$ cat src/rtl/rect_draw_ctrl_pkg.sv
// rect_draw_ctrl_pkg: shared widths, screen defaults and FSM state encoding for the rectangle plotter
package rect_draw_ctrl_pkg;
  localparam int X_W_DEF = 8;
  localparam int Y_W_DEF = 7;
  localparam int COLOUR_W_DEF = 3;
  localparam int SCREEN_W_DEF = 160;
  localparam int SCREEN_H_DEF = 120;
  localparam int CLR_COLOUR_DEF = 0;
  typedef logic [1:0] state_t;
  localparam logic [1:0] S_IDLE = 2'd0;
  localparam logic [1:0] S_LOAD = 2'd1;
  localparam logic [1:0] S_DRAW = 2'd2;
  localparam logic [1:0] S_DONE = 2'd3;
endpackage

$ cat src/rtl/rect_draw_ctrl_if.sv
// rect_draw_ctrl_if: request handshake and vga plot port of rect_draw_ctrl
//   master: start, clear, x_in, y_in, w_in, h_in, colour_in (outline when RECT_OUTLINE_EN) out;
//           ready, busy, done, vga_x, vga_y, vga_colour, vga_we in
//   slave:  the same signals with directions reversed
interface rect_draw_ctrl_if #(
  parameter int X_W = 8,
  parameter int Y_W = 7,
  parameter int COLOUR_W = 3
);
  logic start;
  logic clear;
  logic [X_W-1:0] x_in;
  logic [X_W-1:0] w_in;
  logic [Y_W-1:0] y_in;
  logic [Y_W-1:0] h_in;
  logic [COLOUR_W-1:0] colour_in;
  logic ready;
  logic busy;
  logic done;
  logic [X_W-1:0] vga_x;
  logic [Y_W-1:0] vga_y;
  logic [COLOUR_W-1:0] vga_colour;
  logic vga_we;
`ifdef RECT_OUTLINE_EN
  logic outline;
  modport master (output start, clear, x_in, y_in, w_in, h_in, colour_in, outline,
                  input ready, busy, done, vga_x, vga_y, vga_colour, vga_we);
  modport slave (input start, clear, x_in, y_in, w_in, h_in, colour_in, outline,
                 output ready, busy, done, vga_x, vga_y, vga_colour, vga_we);
`else
  modport master (output start, clear, x_in, y_in, w_in, h_in, colour_in,
                  input ready, busy, done, vga_x, vga_y, vga_colour, vga_we);
  modport slave (input start, clear, x_in, y_in, w_in, h_in, colour_in,
                 output ready, busy, done, vga_x, vga_y, vga_colour, vga_we);
`endif
endinterface

$ cat src/rtl/rect_draw_ctrl_raster_counter.sv
// raster_counter: row-major cx/cy scan counters over a w x h area with a last-pixel flag
//   load_i clears both counters, en_i advances one pixel, last_o marks (w-1, h-1)
module raster_counter #(
  parameter int X_W = 8,
  parameter int Y_W = 7
)(
  input  logic           clk,
  input  logic           resetn,
  input  logic           load_i,
  input  logic           en_i,
  input  logic [X_W-1:0] w_i,
  input  logic [Y_W-1:0] h_i,
  output logic [X_W-1:0] cx_o,
  output logic [Y_W-1:0] cy_o,
  output logic           last_o
);
  logic [X_W-1:0] cx_q;
  logic [Y_W-1:0] cy_q;
  logic wrap;
  assign wrap = cx_q == w_i - X_W'(1);
  assign last_o = wrap && (cy_q == h_i - Y_W'(1));
  assign cx_o = cx_q;
  assign cy_o = cy_q;
  always_ff @(posedge clk) begin
    if (!resetn || load_i) begin
      cx_q <= '0;
      cy_q <= '0;
    end else if (en_i) begin
      cx_q <= wrap ? '0 : cx_q + X_W'(1);
      cy_q <= wrap ? cy_q + Y_W'(1) : cy_q;
    end
  end
endmodule

$ cat src/rtl/rect_draw_ctrl.sv
// rect_draw_ctrl: rectangle/clear-screen plotter emitting one clipped pixel write per clock
//   clk, resetn (sync, active-low); bus: rect_draw_ctrl_if.slave (request side + vga plot port)
//   RECT_OUTLINE_EN adds bus.outline: draw only the border of the rectangle
module rect_draw_ctrl
  import rect_draw_ctrl_pkg::*;
#(
  parameter int X_W = X_W_DEF,
  parameter int Y_W = Y_W_DEF,
  parameter int COLOUR_W = COLOUR_W_DEF,
  parameter int SCREEN_W = SCREEN_W_DEF,
  parameter int SCREEN_H = SCREEN_H_DEF,
  parameter int CLR_COLOUR = CLR_COLOUR_DEF
)(
  input logic clk,
  input logic resetn,
  rect_draw_ctrl_if.slave bus
);
  state_t state_q, state_d;
  logic [X_W-1:0] ox_q, w_q, hx_q, cx;
  logic [Y_W-1:0] oy_q, h_q, hy_q, cy;
  logic [COLOUR_W-1:0] col_q, hc_q;
  logic [X_W:0] px;
  logic [Y_W:0] py;
  logic accept, draw, last, on_edge, outline_q;
  assign accept = (state_q == S_IDLE) && (bus.start || bus.clear);
  assign draw = state_q == S_DRAW;
  // one extra bit so an origin near the edge plus offset cannot wrap back on screen
  assign px = {1'b0, ox_q} + {1'b0, cx};
  assign py = {1'b0, oy_q} + {1'b0, cy};
  assign on_edge = (cx == '0) || (cx == w_q - X_W'(1)) || (cy == '0) || (cy == h_q - Y_W'(1));
  always_comb begin
    state_d = state_q == S_IDLE ? (accept ? S_LOAD : S_IDLE)
            : state_q == S_LOAD ? ((w_q == '0 || h_q == '0) ? S_DONE : S_DRAW)
            : state_q == S_DRAW ? (last ? S_DONE : S_DRAW)
            : S_IDLE;
  end
  raster_counter #(.X_W(X_W), .Y_W(Y_W)) u_cnt (
    .clk    (clk),
    .resetn (resetn),
    .load_i (state_q == S_LOAD),
    .en_i   (draw),
    .w_i    (w_q),
    .h_i    (h_q),
    .cx_o   (cx),
    .cy_o   (cy),
    .last_o (last)
  );
  // geometry is captured as the request is accepted so LOAD can test for empty areas
  always_ff @(posedge clk) begin
    if (!resetn) begin
      state_q <= S_IDLE;
      ox_q <= '0;
      oy_q <= '0;
      w_q <= '0;
      h_q <= '0;
      col_q <= '0;
      hx_q <= '0;
      hy_q <= '0;
      hc_q <= '0;
    end else begin
      state_q <= state_d;
      if (accept) begin
        ox_q <= bus.start ? bus.x_in : '0;
        oy_q <= bus.start ? bus.y_in : '0;
        w_q <= bus.start ? bus.w_in : X_W'(SCREEN_W);
        h_q <= bus.start ? bus.h_in : Y_W'(SCREEN_H);
        col_q <= bus.start ? bus.colour_in : COLOUR_W'(CLR_COLOUR);
      end
      if (draw) begin
        hx_q <= px[X_W-1:0];
        hy_q <= py[Y_W-1:0];
        hc_q <= col_q;
      end
    end
  end
`ifdef RECT_OUTLINE_EN
  always_ff @(posedge clk) begin
    if (!resetn) outline_q <= 1'b0;
    else if (accept) outline_q <= bus.start && bus.outline;
  end
`else
  assign outline_q = 1'b0;
`endif
  assign bus.ready = state_q == S_IDLE;
  assign bus.busy = state_q != S_IDLE;
  assign bus.done = state_q == S_DONE;
  assign bus.vga_we = draw && (px < (X_W+1)'(SCREEN_W)) && (py < (Y_W+1)'(SCREEN_H)) && (!outline_q || on_edge);
  // outside DRAW the plot address shows the last pixel visited
  assign bus.vga_x = draw ? px[X_W-1:0] : hx_q;
  assign bus.vga_y = draw ? py[Y_W-1:0] : hy_q;
  assign bus.vga_colour = draw ? col_q : hc_q;
endmodule
$ cat src/flat_wrapper.sv
// flat-port wrapper written by rule: the top's interface ports become plain ports
module rect_draw_ctrl_flat import rect_draw_ctrl_pkg::*;
#(
  parameter int X_W = X_W_DEF,
  parameter int Y_W = Y_W_DEF,
  parameter int COLOUR_W = COLOUR_W_DEF,
  parameter int SCREEN_W = SCREEN_W_DEF,
  parameter int SCREEN_H = SCREEN_H_DEF,
  parameter int CLR_COLOUR = CLR_COLOUR_DEF
)
  (clk, resetn, bus_start, bus_clear, bus_x_in, bus_y_in, bus_w_in, bus_h_in, bus_colour_in, bus_ready, bus_busy, bus_done, bus_vga_x, bus_vga_y, bus_vga_colour, bus_vga_we);
  rect_draw_ctrl_if #(.X_W(X_W), .Y_W(Y_W), .COLOUR_W(COLOUR_W)) bus_i ();
  input logic clk;
  input logic resetn;
  input wire logic [$bits(bus_i.start)-1:0] bus_start;
  input wire logic [$bits(bus_i.clear)-1:0] bus_clear;
  input wire logic [$bits(bus_i.x_in)-1:0] bus_x_in;
  input wire logic [$bits(bus_i.y_in)-1:0] bus_y_in;
  input wire logic [$bits(bus_i.w_in)-1:0] bus_w_in;
  input wire logic [$bits(bus_i.h_in)-1:0] bus_h_in;
  input wire logic [$bits(bus_i.colour_in)-1:0] bus_colour_in;
  output wire logic [$bits(bus_i.ready)-1:0] bus_ready;
  output wire logic [$bits(bus_i.busy)-1:0] bus_busy;
  output wire logic [$bits(bus_i.done)-1:0] bus_done;
  output wire logic [$bits(bus_i.vga_x)-1:0] bus_vga_x;
  output wire logic [$bits(bus_i.vga_y)-1:0] bus_vga_y;
  output wire logic [$bits(bus_i.vga_colour)-1:0] bus_vga_colour;
  output wire logic [$bits(bus_i.vga_we)-1:0] bus_vga_we;
  assign bus_i.start = bus_start;
  assign bus_i.clear = bus_clear;
  assign bus_i.x_in = bus_x_in;
  assign bus_i.y_in = bus_y_in;
  assign bus_i.w_in = bus_w_in;
  assign bus_i.h_in = bus_h_in;
  assign bus_i.colour_in = bus_colour_in;
  assign bus_ready = bus_i.ready;
  assign bus_busy = bus_i.busy;
  assign bus_done = bus_i.done;
  assign bus_vga_x = bus_i.vga_x;
  assign bus_vga_y = bus_i.vga_y;
  assign bus_vga_colour = bus_i.vga_colour;
  assign bus_vga_we = bus_i.vga_we;
  rect_draw_ctrl #(.X_W(X_W), .Y_W(Y_W), .COLOUR_W(COLOUR_W), .SCREEN_W(SCREEN_W), .SCREEN_H(SCREEN_H), .CLR_COLOUR(CLR_COLOUR)) u_core (.clk(clk), .resetn(resetn), .bus(bus_i));
endmodule
$ cat config.mk
export PLATFORM = sky130hd
export DESIGN_NAME = rect_draw_ctrl_flat
export DESIGN_NICKNAME = d
export VERILOG_FILES = /design/src/rtl/rect_draw_ctrl_pkg.sv /design/src/rtl/rect_draw_ctrl_if.sv /design/src/rtl/rect_draw_ctrl_raster_counter.sv /design/src/rtl/rect_draw_ctrl.sv /design/src/flat_wrapper.sv
export SDC_FILE = /design/constraint.sdc
export NUM_CORES = 1
export LEC_CHECK = 0
export ABC_CLOCK_PERIOD_IN_PS = 6300
export CORE_MARGIN = 3
export CORE_UTILIZATION = 45
export CTS_CLUSTER_SIZE = 12
export DETAILED_ROUTE_END_ITERATION = 7
export GPL_TIMING_DRIVEN = 0
export PLACE_DENSITY = 0.8
export SYNTH_ARGS = -nofsm -noshare
export SYNTH_HDL_FRONTEND = slang
export SYNTH_SLANG_ARGS = --single-unit
$ cat constraint.sdc
create_clock -name clk -period 6.3 [get_ports clk]
set_clock_uncertainty 0.1 [all_clocks]
set_input_delay 0.945 -clock clk [delete_from_list [all_inputs] [get_ports clk]]
set_output_delay 0.945 -clock clk [all_outputs]
set_load 0.01 [all_outputs]
==> results by group <==
Outcome
  • Status: finished clean

GRT
  • Met2 Track Usage GR: 34.9%
  • Met3 usage: 4.88%
  • Gr busiest metal: met2
  • Vias in the first global route: 3145
  • First-pass GRT wire length: 14800 microns
  • Total gr overflow: 0
  • Met1 Resource Use GR: 25.5%
  • GRT Total Usage: 20.7%
  • Largest net degree at the start of global routing: 13
  • Initial antenna violation count: 0

Setup path
  • Bufs and invs on worst path: 1
  • CP startpoint kind: flip-flop
  • Critical path's top delay family: compound AO/OA/AOI/OAI gates
  • Cell Chain, Critical Path: ha_1 > fa_1 > a21o_1 > a21oi_1 > or4b_1 > o2111ai_1 > a41oi_1 > o21a_1 > clkdlybuf4s50_1
  • Crit path max fanout: 7
  • Worst path slowest cell: clkdlybuf4s50_1
  • Worst path arrival time: 3.18 ns
  • Setup crit end kind: primary output
  • WP data required: 5.25 ns
  • Crit path kind: flip-flop to primary output
  • CP max stage delay: 0.54 ns

Clocking
  • CTS sink count: 68
  • Setup bufs post-CTS: 0
  • Maximum clock path buffer count: 2
  • Root Buffer: clkbuf_8
  • Clock latency on the worst-skew pair: 0.35 ns
  • Number of H-tree levels: 3
  • TritonCTS clock tree: yes
  • Cts repair resizes: 0
  • CTS buffer count: 9
  • Clock transition at the registers of the reported paths: 0.08 ns
  • # hold bufs at CTS: 0

Placed design
  • Input/output buffers: 58
  • DP HPWL: 6950 microns
  • Placement-stage cell area: 4400 sq um
  • Place WS: 2.51 ns
  • Placer Congestion: 0.797
  • DP Cell Count: 565

Drt
  • # DRC: 0
  • First drt pass iteration count: 4
  • Final wirelength: 9180 microns
  • Initial DRC Count: 188
  • Wire per inst: 15.8 microns
  • Via density: 5.56
  • Final antenna-violating net count: 0
  • Total number of vias: 3233

Floorplan
  • Die outline area: 9320 sq um
  • Top Ports: 59
  • Die Width: 96.5 microns
  • Std cell rows: 32
  • Core area: 7850 sq um
  • Starting density of the core: 47.0%
  • Die Y: 96.5 microns

Timing
  • Final worst slack: 2.08 ns
  • Final Max Slew Viols: 0
  • RSZ-0062 raised after global routing: false
  • Tmin final: 4.22 ns
  • Fin. Hold Viols: 0
  • Achievable Freq: 0.237 GHz
  • Setup TNS: 0 ns
  • Worst slew margin: 57.4%
  • # setup viols final: 0
  • Worst-margin pin slew: 0.640 ns
  • Final period util: 67.1%

Finish
  • Commonest non-fill, non-tap cell in the layout: dfxtp_1
  • Final Cell Area: 4610 sq um
  • Fin cells: 581
  • Most frequent cells in the layout: 68 x dfxtp_1, 58 x clkdlybuf4s50_1, 42 x nor2_1, 27 x a22oi_1, 24 x ha_1
  • Layout cells sized above 1: 8.77%
  • # diodes: 0
  • Nets: 537
  • Synth-to-Final Area Change: 24.9%

Pwr
  • Pwr Density: 223 nW/um^2
  • Peak supply drop: 0.124 mV
  • Lkg Pwr: 1.80 nW
  • Design Power: 1.03 mW

Synth
  • Mean Syn Cell Area: 9.11 sq um
  • Cell area after synthesis: 3690 sq um
  • Main synth FF type: dfxtp_1
  • Post-synth ARST share: 0%
  • Count of cell types in the netlist: 54
  • Syn Inst Count: 405
  • Seq cells post-synth: 68
  • Sequential fraction of the synthesis area: 36.9%
  • Syn. warnings: 0
  • EDFF count, synth: 0
  • Synthesized Nets: 468

Hold path
  • Worst Hold Class: flip-flop to flip-flop

Run
  • Max-Cap Viols: 0
power by group:
part | total [mW] | switching [mW] | leakage, nW | internal, mW
clock network | 0.376 | 0.171 | 0.102 | 0.205
registers | 0.465 | 0.0171 | 0.554 | 0.448
logic | 0.185 | 0.0962 | 1.14 | 0.0890
cells in the mapped netlist (4+ instances only):
library cell | n | area [sq um]
nand2_1 | 12 | 45.0
nor2_1 | 42 | 158
o21ai_0 | 9 | 45.0
and2_1 | 18 | 113
o31ai_1 | 6 | 45.0
dfxtp_1 | 68 | 1360
clkbuf_1 | 16 | 60.1
nand3_1 | 6 | 30.0
a22oi_1 | 27 | 203
a211oi_1 | 6 | 45.0
nand3b_1 | 4 | 30.0
xor2_1 | 12 | 105
nor3_1 | 14 | 70.1
mux2_2 | 12 | 135
a21o_1 | 5 | 37.5
inv_1 | 20 | 75.1
xnor2_1 | 22 | 193
a21oi_1 | 15 | 75.1
ha_1 | 24 | 300
and3_1 | 4 | 25.0
o221a_2 | 5 | 56.3
or4_1 | 5 | 37.5
o211ai_1 | 4 | 30.0
flip-flops by register name (all words and copies together), names as in the netlist:
signal             flops
u_core.col_q           3
u_core.ox_q            8
u_core.u_cnt.cy_o      7
u_core.w_q             8
u_core.hy_q            7
u_core.h_q             7
u_core.state_q         2
u_core.u_cnt.cx_o      8
u_core.hc_q            3
u_core.oy_q            7
u_core.hx_q            8
worst paths after layout:
path / depth (start not counted) / startpoint / end / slack (ns)
setup / recovery: 9 / u_core.u_cnt.cy_o[0]$_SDFFE_PP0P_ / bus_vga_we / 2.08
hold reg to reg: 2 / u_core.h_q[6]$_SDFFE_PN0P_ / u_core.h_q[6]$_SDFFE_PN0P_ / 0.40
hold / removal: 2 / u_core.h_q[6]$_SDFFE_PN0P_ / u_core.h_q[6]$_SDFFE_PN0P_ / 0.40
setup reg to reg: 9 / u_core.w_q[0]$_SDFFE_PN0P_ / u_core.u_cnt.cy_o[6]$_SDFFE_PP0P_ / 3.53
routing by layer:
| layer | wire length [microns] | share of wire, % | vias to the layer above |
|---|---|---|---|
| li1 | - | - | 1609 |
| met1 | 4150 | 45 | 1537 |
| met2 | 4410 | 48 | 75 |
| met3 | 468 | 5.1 | 12 |
| met4 | 145 | 1.6 | 0 |
| met5 | 0 | 0 | - |
metrics by stage:
stage	hold WS (ns)	util, %
floorplan	0.357	-
global route	0.438	58.7
finish	0.401	58.7
global placement	0.372	56.0
CTS	0.398	58.7
detailed placement	0.388	56.0
worst reg2reg max path, stage by stage (launching register included):
cell	delay [ns]
dfxtp_1	0.46
inv_1	0.11
ha_1	0.29
nor2b_1	0.16
or3_1	0.37
a31oi_2	0.22
nand4_2	0.18
buf_6	0.20
or4_1	0.47
a21oi_1	0.15
logic make-up (layout without fill, tap and decap cells):
group	Yosys count	after routing	synth area share [%]
muxes	13	13	3.93
AOI/OAI and AO/OA	99	99	19.4
xor gates and xnor gates	34	34	8.07
and+or+nand+nor	126	126	18.1
adders and majority gates	26	26	9.23
buffers and inverters	39	113	4.38
DFF	68	68	36.9
layout make-up:
cell class,instances,area [sq um]
plain buffers,18,82.6
repair buffers,58,581
fillers,700,3240
flip-flops and latches,68,1360
multi-input cells,298,2170
clock inverters,5,58.8
well taps,102,128
clock buffers,11,151
inverters,21,78.8
(Power assumes the default switching activity.)
